[config.mk]
export PLATFORM = sky130hd
export DESIGN_NAME = fpga_transmitter_flat
export DESIGN_NICKNAME = d
export VERILOG_FILES = /design/src/rtl/fpga_transmitter_if.sv /design/src/rtl/fpga_transmitter.sv /design/src/flat_wrapper.sv
export SDC_FILE = /design/constraint.sdc
export NUM_CORES = 1
export LEC_CHECK = 0
export CORE_MARGIN = 2
export CORE_UTILIZATION = 49
export CTS_CLUSTER_SIZE = 30
export DETAILED_ROUTE_END_ITERATION = 16
export PLACE_DENSITY = 0.74
export SLEW_MARGIN = 20
export SYNTH_ARGS = -nofsm -noshare
export SYNTH_HDL_FRONTEND = slang
export SYNTH_SLANG_ARGS = --single-unit
[constraint.sdc]
create_clock -name clock -period 1.65 [get_ports clock]
set_input_delay 0.33 -clock clock [delete_from_list [all_inputs] [get_ports clock]]
set_output_delay 0.33 -clock clock [all_outputs]
set_load 0.1 [all_outputs]
[src/rtl/fpga_transmitter_if.sv]
// -----------------------------------------------------------------------------
// fpga_transmitter_if
//
// Purpose : bundles the local byte handshake, the remote acknowledge and the
//           serial line outputs of the FPGA-to-FPGA transmitter.
//
// Signals :
//   data_in     [7:0] byte to transmit, sampled on an accepted load
//   load              local request to transmit data_in
//   acknowledge       remote receiver acknowledge (asynchronous to the clock)
//   data              serial data line, MSB first
//   send              high while data bits are on the line
//   finish            high for one bit period after the last bit
//   ready             transmitter idle and able to accept load
//   done              one-cycle pulse when the acknowledge is received
//   error             one-cycle pulse on acknowledge timeout
//
// Modports:
//   master : local producer / remote-side environment driving the transmitter
//   slave  : the transmitter itself
// -----------------------------------------------------------------------------
interface fpga_transmitter_if;
   logic [7:0] data_in;
   logic       load;
   logic       acknowledge;
   logic       data;
   logic       send;
   logic       finish;
   logic       ready;
   logic       done;
   logic       error;

   modport master (
      output data_in,
      output load,
      output acknowledge,
      input  data,
      input  send,
      input  finish,
      input  ready,
      input  done,
      input  error
   );

   modport slave (
      input  data_in,
      input  load,
      input  acknowledge,
      output data,
      output send,
      output finish,
      output ready,
      output done,
      output error
   );
endinterface

[src/rtl/fpga_transmitter.sv]
// -----------------------------------------------------------------------------
// fpga_transmitter
//
// Purpose : sending end of the send/finish/acknowledge inter-board protocol.
//           A byte accepted from the local side is shifted out MSB first, each
//           bit held for BIT_CYCLES clocks while send is high, followed by one
//           bit period of finish. The transmitter then waits up to ACK_TIMEOUT
//           cycles for the remote acknowledge and reports done or error.
//
// Parameters:
//   BIT_CYCLES  : clocks per bit and per finish period (>= 1)
//   ACK_TIMEOUT : WAIT_ACK cycles allowed before aborting (>= 1)
//
// Ports:
//   clock : system clock, all state changes on the rising edge
//   reset : asynchronous, active-high reset
//   link  : fpga_transmitter_if slave modport (handshake, ack, line outputs)
// -----------------------------------------------------------------------------
module fpga_transmitter #(
   parameter int BIT_CYCLES  = 4,
   parameter int ACK_TIMEOUT = 1023
) (
   input  logic               clock,
   input  logic               reset,
   fpga_transmitter_if.slave  link
);

   // Counter widths. A single-cycle bit period still needs a 1-bit counter.
   localparam int CYC_W = (BIT_CYCLES > 1) ? $clog2(BIT_CYCLES) : 1;
   localparam int TO_W  = $clog2(ACK_TIMEOUT + 1);

   localparam logic [CYC_W-1:0] CYC_LAST = CYC_W'(BIT_CYCLES - 1);
   localparam logic [TO_W-1:0]  TO_LAST  = TO_W'(ACK_TIMEOUT);

   typedef enum logic [2:0] {
      IDLE     = 3'd0,
      SHIFT    = 3'd1,
      FINISH   = 3'd2,
      WAIT_ACK = 3'd3,
      RELEASE  = 3'd4
   } state_t;

   state_t            state_r;
   state_t            state_s;
   logic [7:0]        shreg_r;
   logic [7:0]        shreg_s;
   logic [2:0]        bit_cnt_r;
   logic [2:0]        bit_cnt_s;
   logic [CYC_W-1:0]  cyc_cnt_r;
   logic [CYC_W-1:0]  cyc_cnt_s;
   logic [TO_W-1:0]   to_cnt_r;
   logic [TO_W-1:0]   to_cnt_s;

   logic              ack_meta_r;
   logic              ack_sync_r;
   logic              ack_s;

   logic              data_r;
   logic              data_s;
   logic              send_r;
   logic              send_s;
   logic              finish_r;
   logic              finish_s;
   logic              ready_r;
   logic              ready_s;
   logic              done_s;
   logic              error_s;

   // Two-flop synchronizer bringing the remote acknowledge into the clock domain.
   always_ff @(posedge clock or posedge reset) begin
      if (reset) begin
         ack_meta_r <= 1'b0;
         ack_sync_r <= 1'b0;
      end else begin
         ack_meta_r <= link.acknowledge;
         ack_sync_r <= ack_meta_r;
      end
   end

   assign ack_s = ack_sync_r;

   // State, datapath and line-output registers.
   always_ff @(posedge clock or posedge reset) begin
      if (reset) begin
         state_r   <= IDLE;
         shreg_r   <= 8'h00;
         bit_cnt_r <= 3'd0;
         cyc_cnt_r <= '0;
         to_cnt_r  <= '0;
         data_r    <= 1'b0;
         send_r    <= 1'b0;
         finish_r  <= 1'b0;
         ready_r   <= 1'b1;
      end else begin
         state_r   <= state_s;
         shreg_r   <= shreg_s;
         bit_cnt_r <= bit_cnt_s;
         cyc_cnt_r <= cyc_cnt_s;
         to_cnt_r  <= to_cnt_s;
         data_r    <= data_s;
         send_r    <= send_s;
         finish_r  <= finish_s;
         ready_r   <= ready_s;
      end
   end

   // Next-state, datapath update and output decode.
   always_comb begin
      state_s   = state_r;
      shreg_s   = shreg_r;
      bit_cnt_s = bit_cnt_r;
      cyc_cnt_s = cyc_cnt_r;
      to_cnt_s  = to_cnt_r;
      done_s    = 1'b0;
      error_s   = 1'b0;

      case (state_r)
         IDLE: begin
            // The synchronized acknowledge is deliberately not looked at here.
            if (link.load) begin
               state_s   = SHIFT;
               shreg_s   = link.data_in;
               bit_cnt_s = 3'd0;
               cyc_cnt_s = '0;
            end else begin
               state_s   = IDLE;
            end
         end

         SHIFT: begin
            if (cyc_cnt_r == CYC_LAST) begin
               cyc_cnt_s = '0;
               shreg_s   = {shreg_r[6:0], 1'b0};
               if (bit_cnt_r == 3'd7) begin
                  state_s   = FINISH;
                  bit_cnt_s = 3'd0;
               end else begin
                  bit_cnt_s = bit_cnt_r + 3'd1;
               end
            end else begin
               cyc_cnt_s = cyc_cnt_r + CYC_W'(1);
            end
         end

         FINISH: begin
            if (cyc_cnt_r == CYC_LAST) begin
               state_s   = WAIT_ACK;
               cyc_cnt_s = '0;
               to_cnt_s  = '0;
            end else begin
               cyc_cnt_s = cyc_cnt_r + CYC_W'(1);
            end
         end

         WAIT_ACK: begin
            // Acknowledge is checked first so it wins over a coincident timeout.
            if (ack_s) begin
               done_s  = 1'b1;
               state_s = RELEASE;
            end else if (to_cnt_r == TO_LAST) begin
               error_s = 1'b1;
               state_s = IDLE;
            end else begin
               to_cnt_s = to_cnt_r + TO_W'(1);
            end
         end

         RELEASE: begin
            // A held acknowledge must drop before another frame can complete.
            if (!ack_s) begin
               state_s = IDLE;
            end else begin
               state_s = RELEASE;
            end
         end

         default: begin
            state_s = IDLE;
         end
      endcase

      // Line outputs are decoded from the next state so the registered copies
      // line up with the state register.
      ready_s  = (state_s == IDLE);
      send_s   = (state_s == SHIFT);
      finish_s = (state_s == FINISH);
      data_s   = (state_s == SHIFT) & shreg_s[7];
   end

   assign link.data   = data_r;
   assign link.send   = send_r;
   assign link.finish = finish_r;
   assign link.ready  = ready_r;
   // done/error come straight from registered state, ack_s and the timeout
   // count so they appear in the same cycle the condition is recognised.
   assign link.done   = done_s;
   assign link.error  = error_s;

endmodule

[src/flat_wrapper.sv]
// flat-port wrapper written by rule: the top's interface ports become plain ports
module fpga_transmitter_flat 
#(
   parameter int BIT_CYCLES  = 4,
   parameter int ACK_TIMEOUT = 1023
)
  (clock, reset, link_data_in, link_load, link_acknowledge, link_data, link_send, link_finish, link_ready, link_done, link_error);
  fpga_transmitter_if link_i ();
  input  logic clock;
  input  logic reset;
  input wire logic [$bits(link_i.data_in)-1:0] link_data_in;
  input wire logic [$bits(link_i.load)-1:0] link_load;
  input wire logic [$bits(link_i.acknowledge)-1:0] link_acknowledge;
  output wire logic [$bits(link_i.data)-1:0] link_data;
  output wire logic [$bits(link_i.send)-1:0] link_send;
  output wire logic [$bits(link_i.finish)-1:0] link_finish;
  output wire logic [$bits(link_i.ready)-1:0] link_ready;
  output wire logic [$bits(link_i.done)-1:0] link_done;
  output wire logic [$bits(link_i.error)-1:0] link_error;
  assign link_i.data_in = link_data_in;
  assign link_i.load = link_load;
  assign link_i.acknowledge = link_acknowledge;
  assign link_data = link_i.data;
  assign link_send = link_i.send;
  assign link_finish = link_i.finish;
  assign link_ready = link_i.ready;
  assign link_done = link_i.done;
  assign link_error = link_i.error;
  fpga_transmitter #(.BIT_CYCLES(BIT_CYCLES), .ACK_TIMEOUT(ACK_TIMEOUT)) u_core (.clock(clock), .reset(reset), .link(link_i));
endmodule
* Word-level counts from Yosys, hierarchy flattened
Index checks and enable logic that the tools add are counted.
Storage, ports and cells: flip-flop bits (word level) 32, input bits 12, output and inout port bits 6, word-level logic and storage cells 66
Cells by class: $add $sub $neg 3, equality and inequality tests 14, mux-type cells 27, bitwise gates (word level) 1, reduce and logical (&&, ||, !) cells 9
Operator list (number):
- 2-to-1 mux 10 bit | 3
- 2-to-1 mux 3 bit | 9
- case mux 10 bit (2 select lines) | 1
- 2-to-1 mux 8 bit | 2
- case mux 8 bit (2 select lines) | 1
- case mux 3 bit (5 select lines) | 1
- adder 10 x 1 -> 10 bit, second input constant | 1
- == test 10 bit, second input constant | 1
- == test 3 x 2 -> 1 bit, second input constant | 3
- == test 3 x 1 -> 1 bit, second input constant | 2
- == test 3 bit, second input constant | 2
- logical NOT 3 bit | 2
- 2-to-1 mux 1 bit | 6
- != test 2 bit, second input constant | 3
- case mux 3 bit (2 select lines) | 1
- nonzero test 2 bit | 3
- 2-to-1 mux 2 bit | 2
- != test 2 x 1 -> 1 bit, second input constant | 2
- case mux 2 bit (2 select lines) | 1
- AND reduction 4 bit | 1
- adder 3 x 1 -> 3 bit, second input constant | 1
- AND reduction 3 bit | 1
- adder 2 x 1 -> 2 bit, second input constant | 1
- == test 2 bit, second input constant | 1
- other kinds (3) | 3

* Depth between registers and ports, before layout
Gate-level depths: netlist of the first run.
word-level depth 6, mapped depth 6, mapped depth without buffers 6

* Worst setup path before layout of the first run
Ideal clock, no wire load.
path type flip-flop to output port, from reg u_core.to_cnt_r[0], to out link_error, arrival 1.532 ns, data required time 1.320 ns, setup slack -0.212 ns, cell stages (with the launch flop) 6, path buffers 1, cells stage by stage dfrtp_1 -> ha_1 -> and2_4 -> and4_4 -> buf_6 -> and2_2
Between the ends: longest elaborated chain between the ends 4
RTL lines:
- from (decl) | line fpga_transmitter.sv:51 | logic [TO_W-1:0] to_cnt_r;
- from (signal assigned) | line fpga_transmitter.sv:99 | to_cnt_r <= to_cnt_s;
- == test 10 bit | line fpga_transmitter.sv:160 | end else if (to_cnt_r == TO_LAST) begin
- 2-to-1 mux 1 bit | line fpga_transmitter.sv:160
- 2-to-1 mux 1 bit | line fpga_transmitter.sv:157 | if (ack_s) begin
- 2-to-1 mux 1 bit | line fpga_transmitter.sv:117 | case (state_r)
- to (decl) | line flat_wrapper.sv:19 | output wire logic [$bits(link_i.error)-1:0] link_error;
No other way between the ends.

* Final worst setup path of the first run
Same ends and word-level chain as after synthesis.

==> results of run 1 <==
timing repair:
action	CTS	global route
gates resized for setup	6	14
hold buffers	0	0
setup buffers	6	5
hold endpoints to repair	0	0
endpoints found under the setup margin	7	25
pin swaps	4	5
cells in the final DEF, fill, tap and decap left out, types with 3 or more instances in the layout:
cell                              netlist  layout
sky130_fd_sc_hd__a21oi_2                0       5
sky130_fd_sc_hd__a22o_1                 4       4
sky130_fd_sc_hd__a22oi_1                7       7
sky130_fd_sc_hd__and2_1                 4       3
sky130_fd_sc_hd__and2_4                 1       3
sky130_fd_sc_hd__buf_12                 0       7
sky130_fd_sc_hd__buf_4                  1      26
sky130_fd_sc_hd__clkbuf_4               0       5
sky130_fd_sc_hd__clkdlybuf4s50_1        0      11
sky130_fd_sc_hd__dfrtp_1               31      31
sky130_fd_sc_hd__mux2i_1                3       3
sky130_fd_sc_hd__nand2_1               23      23
sky130_fd_sc_hd__nand3_1                3       3
sky130_fd_sc_hd__nand4_1                4       4
sky130_fd_sc_hd__nor2_1                 4       4
sky130_fd_sc_hd__o21ai_0                5       5
sky130_fd_sc_hd__o31ai_1                5       3
metrics by stage:
step,instances,TNS (ns),setup WS (ns)
after floorplan,148,-0.0933,-0.0726
after global placement,223,-0.0264,-0.0252
after detailed placement,223,-0.287,-0.104
after CTS,236,-0.447,-0.236
after global routing,239,-0.956,-0.311
final,239,-0.481,-0.243
final cells by class:
type	count	area share
Clock buffer	7	0.0293
Inverter	2	0.00338
Multi-Input combinational cell	108	0.371
Sequential cell	32	0.361
Tap cell	44	0.0248
Timing Repair Buffer	46	0.211
registers in the layout, summed over array words and instances (netlist names):
name                flops
u_core.link.ready       1
u_core.ack_meta_r       1
u_core.cyc_cnt_r        2
u_core.link.finish      1
u_core.bit_cnt_r        3
u_core.to_cnt_r        10
u_core.ack_s            1
u_core.shreg_r          8
u_core.link.send        1
u_core.state_r          3
u_core.link.data        1
routing by layer:
metal | GRT usage | routed length (um)
met3 | 0.0630 | 184
met4 | 0.0652 | 59
met1 | 0.287 | 1600
met5 | 0 | 0
met2 | 0.361 | 1850
cell families after synthesis:
| kind of cell | share of synthesized area |
|---|---|
| buffers and inverters | 0.0291 |
| and+or+nand+nor | 0.253 |
| xor gates and xnor gates | 0.00550 |
| AOI/OAI and AO/OA | 0.152 |
| adders and majority gates | 0.0314 |
| DFF | 0.504 |
| muxes | 0.0259 |
power groups by stage:
stage / logic (mW) / registers [mW] / clock network [mW]
final: 0.792 / 1.04 / 0.504
after global routing: 0.864 / 1.06 / 0.551
after CTS: 0.764 / 1.04 / 0.516
after detailed placement: 0.739 / 1.06 / 0
after global placement: 0.701 / 1.04 / 0
after floorplan: 0.404 / 1.12 / 0
worst register-to-register path, delay by kind of cell (launching register included):
family | cells | cell delay [ns]
adders and majority gates | 1 | 0.20
AOI/OAI and AO/OA | 1 | 0.15
and+or+nand+nor | 3 | 0.76
buffers and inverters | 1 | 0.16
DFF | 1 | 0.40
how the worst min path moves through the flow:
stage,startpoint,to,slack (ns)
floorplan,u_core.ack_meta_r,u_core.ack_s,0.33
global placement,u_core.ack_meta_r,u_core.ack_s,0.34
detailed placement,u_core.ack_meta_r,u_core.ack_s,0.34
CTS,reset,u_core.to_cnt_r[0],0.34
global route,reset,u_core.shreg_r[7],0.36
finish,reset,u_core.shreg_r[7],0.33
==> flow_results.xml, run 1 <==
<?xml version="1.0" encoding="UTF-8"?>
<metrics>
  <group name="status">
    <metric name="status" unit="">finished with violations</metric>
    <metric name="failed_checks" unit="">setup timing</metric>
  </group>
  <group name="flow_run">
    <metric name="total_of_max_cap_violations" unit="">0</metric>
  </group>
  <group name="timing">
    <metric name="post-route-period-util" unit="">1.15</metric>
    <metric name="slew_headroom" unit="">0.749</metric>
    <metric name="setup_ws" unit="ns">-0.243</metric>
    <metric name="rsz0062_at_grt" unit="">yes</metric>
    <metric name="hold_viol_final" unit="">0</metric>
    <metric name="worst_clock_skew" unit="ns">0.00555</metric>
    <metric name="holdWs" unit="ns">0.334</metric>
    <metric name="tightest_slew" unit="ns">0.375</metric>
    <metric name="final_max_slew_viol_count" unit="">0</metric>
    <metric name="timing.fmax" unit="GHz">0.528</metric>
    <metric name="total_setup_violations_reported_at_the_end_of_the_flow" unit="">6</metric>
    <metric name="fin_crit" unit="ns">1.89</metric>
  </group>
  <group name="route">
    <metric name="drt_drc_violations_left" unit="">0</metric>
    <metric name="via_per_inst" unit="">5.59</metric>
    <metric name="dr_total_vias" unit="">1335</metric>
    <metric name="route.final.wire_length" unit="um">3700</metric>
    <metric name="antenna_left" unit="">0</metric>
    <metric name="dr.pass1.iters" unit="">5</metric>
    <metric name="drc_marker_count_from_the_first_detailed_route_iteration" unit="">60</metric>
    <metric name="routedWlPerCell" unit="um">15.5</metric>
  </group>
  <group name="grt">
    <metric name="grt_pass1_wl" unit="um">6010</metric>
    <metric name="grt_max_degree" unit="">33</metric>
    <metric name="number_of_antenna_violations_at_the_first_check_in_global_routing" unit="">0</metric>
    <metric name="via_count_of_the_first_global_routing_pass" unit="">1322</metric>
    <metric name="overflow" unit="">0</metric>
    <metric name="gr-usage-all-layers" unit="">0.221</metric>
  </group>
  <group name="synthesis">
    <metric name="synth_area" unit="um^2">1590</metric>
    <metric name="post_synth_num_cell_types" unit="">47</metric>
    <metric name="synth_common_cells" unit="">sky130_fd_sc_hd__dfrtp_1 (31), sky130_fd_sc_hd__nand2_1 (23), sky130_fd_sc_hd__a21oi_1 (7), sky130_fd_sc_hd__a22oi_1 (7)</metric>
    <metric name="synthesis.area_per_instance" unit="um^2">10.8</metric>
    <metric name="postSynthNetCount" unit="">164</metric>
    <metric name="netlist_top_cells_area" unit="">sky130_fd_sc_hd__dfrtp_1 (49%), sky130_fd_sc_hd__nand2_1 (5.4%), sky130_fd_sc_hd__a22oi_1 (3.3%), sky130_fd_sc_hd__ha_1 (3.1%), sky130_fd_sc_hd__o31ai_1 (2.4%)</metric>
    <metric name="ys.warnings.count" unit="">0</metric>
    <metric name="ys_dominant_reg_cell" unit="">sky130_fd_sc_hd__dfrtp_1</metric>
    <metric name="yosys.cell_count.top_type" unit="">sky130_fd_sc_hd__dfrtp_1</metric>
    <metric name="synth_seq_area_share" unit="">0.504</metric>
    <metric name="synth-seq-cells" unit="">32</metric>
    <metric name="post_synth_edffs" unit="">0</metric>
    <metric name="share_of_yosys_cell_area_claimed_by_the_top_area_cell_type" unit="">0.487</metric>
    <metric name="ys_async_sr_fraction" unit="">1.00</metric>
    <metric name="synth_largest_area_cell" unit="">sky130_fd_sc_hd__dfrtp_1</metric>
    <metric name="postSynthCellCount" unit="">148</metric>
  </group>
  <group name="final_layout">
    <metric name="ff_latch_area" unit="um^2">802</metric>
    <metric name="multi_input_area" unit="um^2">825</metric>
    <metric name="num_antenna_cells" unit="">0</metric>
    <metric name="n_fill_cell" unit="">218</metric>
    <metric name="post-route-cell-area" unit="um^2">2220</metric>
    <metric name="finish.net_count" unit="">211</metric>
    <metric name="final_util" unit="">0.722</metric>
    <metric name="areaGrowthSynthToFinish" unit="%">39.5</metric>
    <metric name="post_route_cells_drive_above_1_share" unit="">0.359</metric>
  </group>
  <group name="clock_tree">
    <metric name="cts-buffers-inserted" unit="">5</metric>
    <metric name="cts_htree_levels" unit="">2</metric>
    <metric name="clk_latency" unit="ns">0.33</metric>
    <metric name="max-clock-path-buffers" unit="">2</metric>
    <metric name="cts.clk_slew.worst_paths" unit="ns">0.10</metric>
    <metric name="cts.sink_count" unit="">32</metric>
    <metric name="cts_tree" unit="">yes</metric>
    <metric name="cts-root-buf" unit="">sky130_fd_sc_hd__clkbuf_4</metric>
  </group>
  <group name="pwr">
    <metric name="power-per-cell-area" unit="nW/um^2">1050</metric>
    <metric name="sequentialPowerShare" unit="">0.446</metric>
    <metric name="cellInternalPower" unit="mW">1.56</metric>
    <metric name="p_sw_frac" unit="">0.333</metric>
    <metric name="pwr-share-clk" unit="">0.216</metric>
    <metric name="switchingPower" unit="mW">0.779</metric>
    <metric name="power.combinational.fraction" unit="">0.339</metric>
    <metric name="power.ir.vdd_worst" unit="mV">0.666</metric>
    <metric name="leakagePower" unit="nW">1.03</metric>
    <metric name="total_power" unit="mW">2.34</metric>
  </group>
  <group name="floorplanning">
    <metric name="initial_utilization" unit="">0.517</metric>
    <metric name="die_extent_in_x" unit="um">61.0</metric>
    <metric name="core.rowCount" unit="">20</metric>
    <metric name="placeableCoreArea" unit="um^2">3080</metric>
    <metric name="pin_count" unit="">18</metric>
    <metric name="floorplan.die_area" unit="um^2">3720</metric>
    <metric name="die_height" unit="um">61.0</metric>
  </group>
  <group name="critical_path">
    <metric name="cpMostUsedCell" unit="">sky130_fd_sc_hd__and2_4</metric>
    <metric name="max_fanout_on_critical_path" unit="">2</metric>
    <metric name="cp.depth" unit="">5</metric>
    <metric name="start_kind" unit="">flip-flop</metric>
    <metric name="reg2reg_setup_slack" unit="ns">-0.09</metric>
    <metric name="critical_path_class" unit="">flip-flop to output port</metric>
    <metric name="critical_path.reg2reg.endpoint" unit="">u_core.to_cnt_r[5]</metric>
    <metric name="cpPeakStageDelay" unit="ns">0.37</metric>
    <metric name="worst_r2r_path_depth" unit="">6</metric>
    <metric name="worstPathArrival" unit="ns">1.56</metric>
    <metric name="timing.critical_path.from" unit="">u_core.to_cnt_r[0]</metric>
    <metric name="timing.critical_path.cells" unit="">ha_2 -&gt; and2_4 -&gt; and4_4 -&gt; and2_4 -&gt; buf_12</metric>
    <metric name="worst_r2r_startpoint" unit="">u_core.to_cnt_r[0]</metric>
    <metric name="critPathBufInv" unit="">1</metric>
    <metric name="required" unit="ns">1.32</metric>
    <metric name="endpoint" unit="">link_error</metric>
    <metric name="crit_path_end_kind" unit="">output port</metric>
    <metric name="crit_slowest_cell" unit="">sky130_fd_sc_hd__dfrtp_1</metric>
    <metric name="critical_path.top_delay_family" unit="">simple AND/OR/NAND/NOR gates</metric>
  </group>
  <group name="min_path">
    <metric name="timing.hold.worst.class" unit="">primary input to asynchronous set/reset pin</metric>
  </group>
  <group name="placement">
    <metric name="total_half_perimeter_wirelength_after_legalization_and_detailed_placement" unit="um">2420</metric>
    <metric name="gpl_congestion" unit="">0.833</metric>
    <metric name="post_dp_cell_area" unit="um^2">2010</metric>
    <metric name="io_buffers" unit="">17</metric>
  </group>
</metrics>
Power figures use the tool's default switching activity.
==> run 2, diff against run 1 <==
--- a/config.mk
+++ b/config.mk
@@ -5,6 +5,7 @@
 export SDC_FILE = /design/constraint.sdc
 export NUM_CORES = 1
 export LEC_CHECK = 0
+export ABC_CLOCK_PERIOD_IN_PS = 1650
 export CORE_MARGIN = 2
 export CORE_UTILIZATION = 49
 export CTS_CLUSTER_SIZE = 30
==> results of run 2 <==
The final DEF is identical to that of run 1; final timing and power are the same.
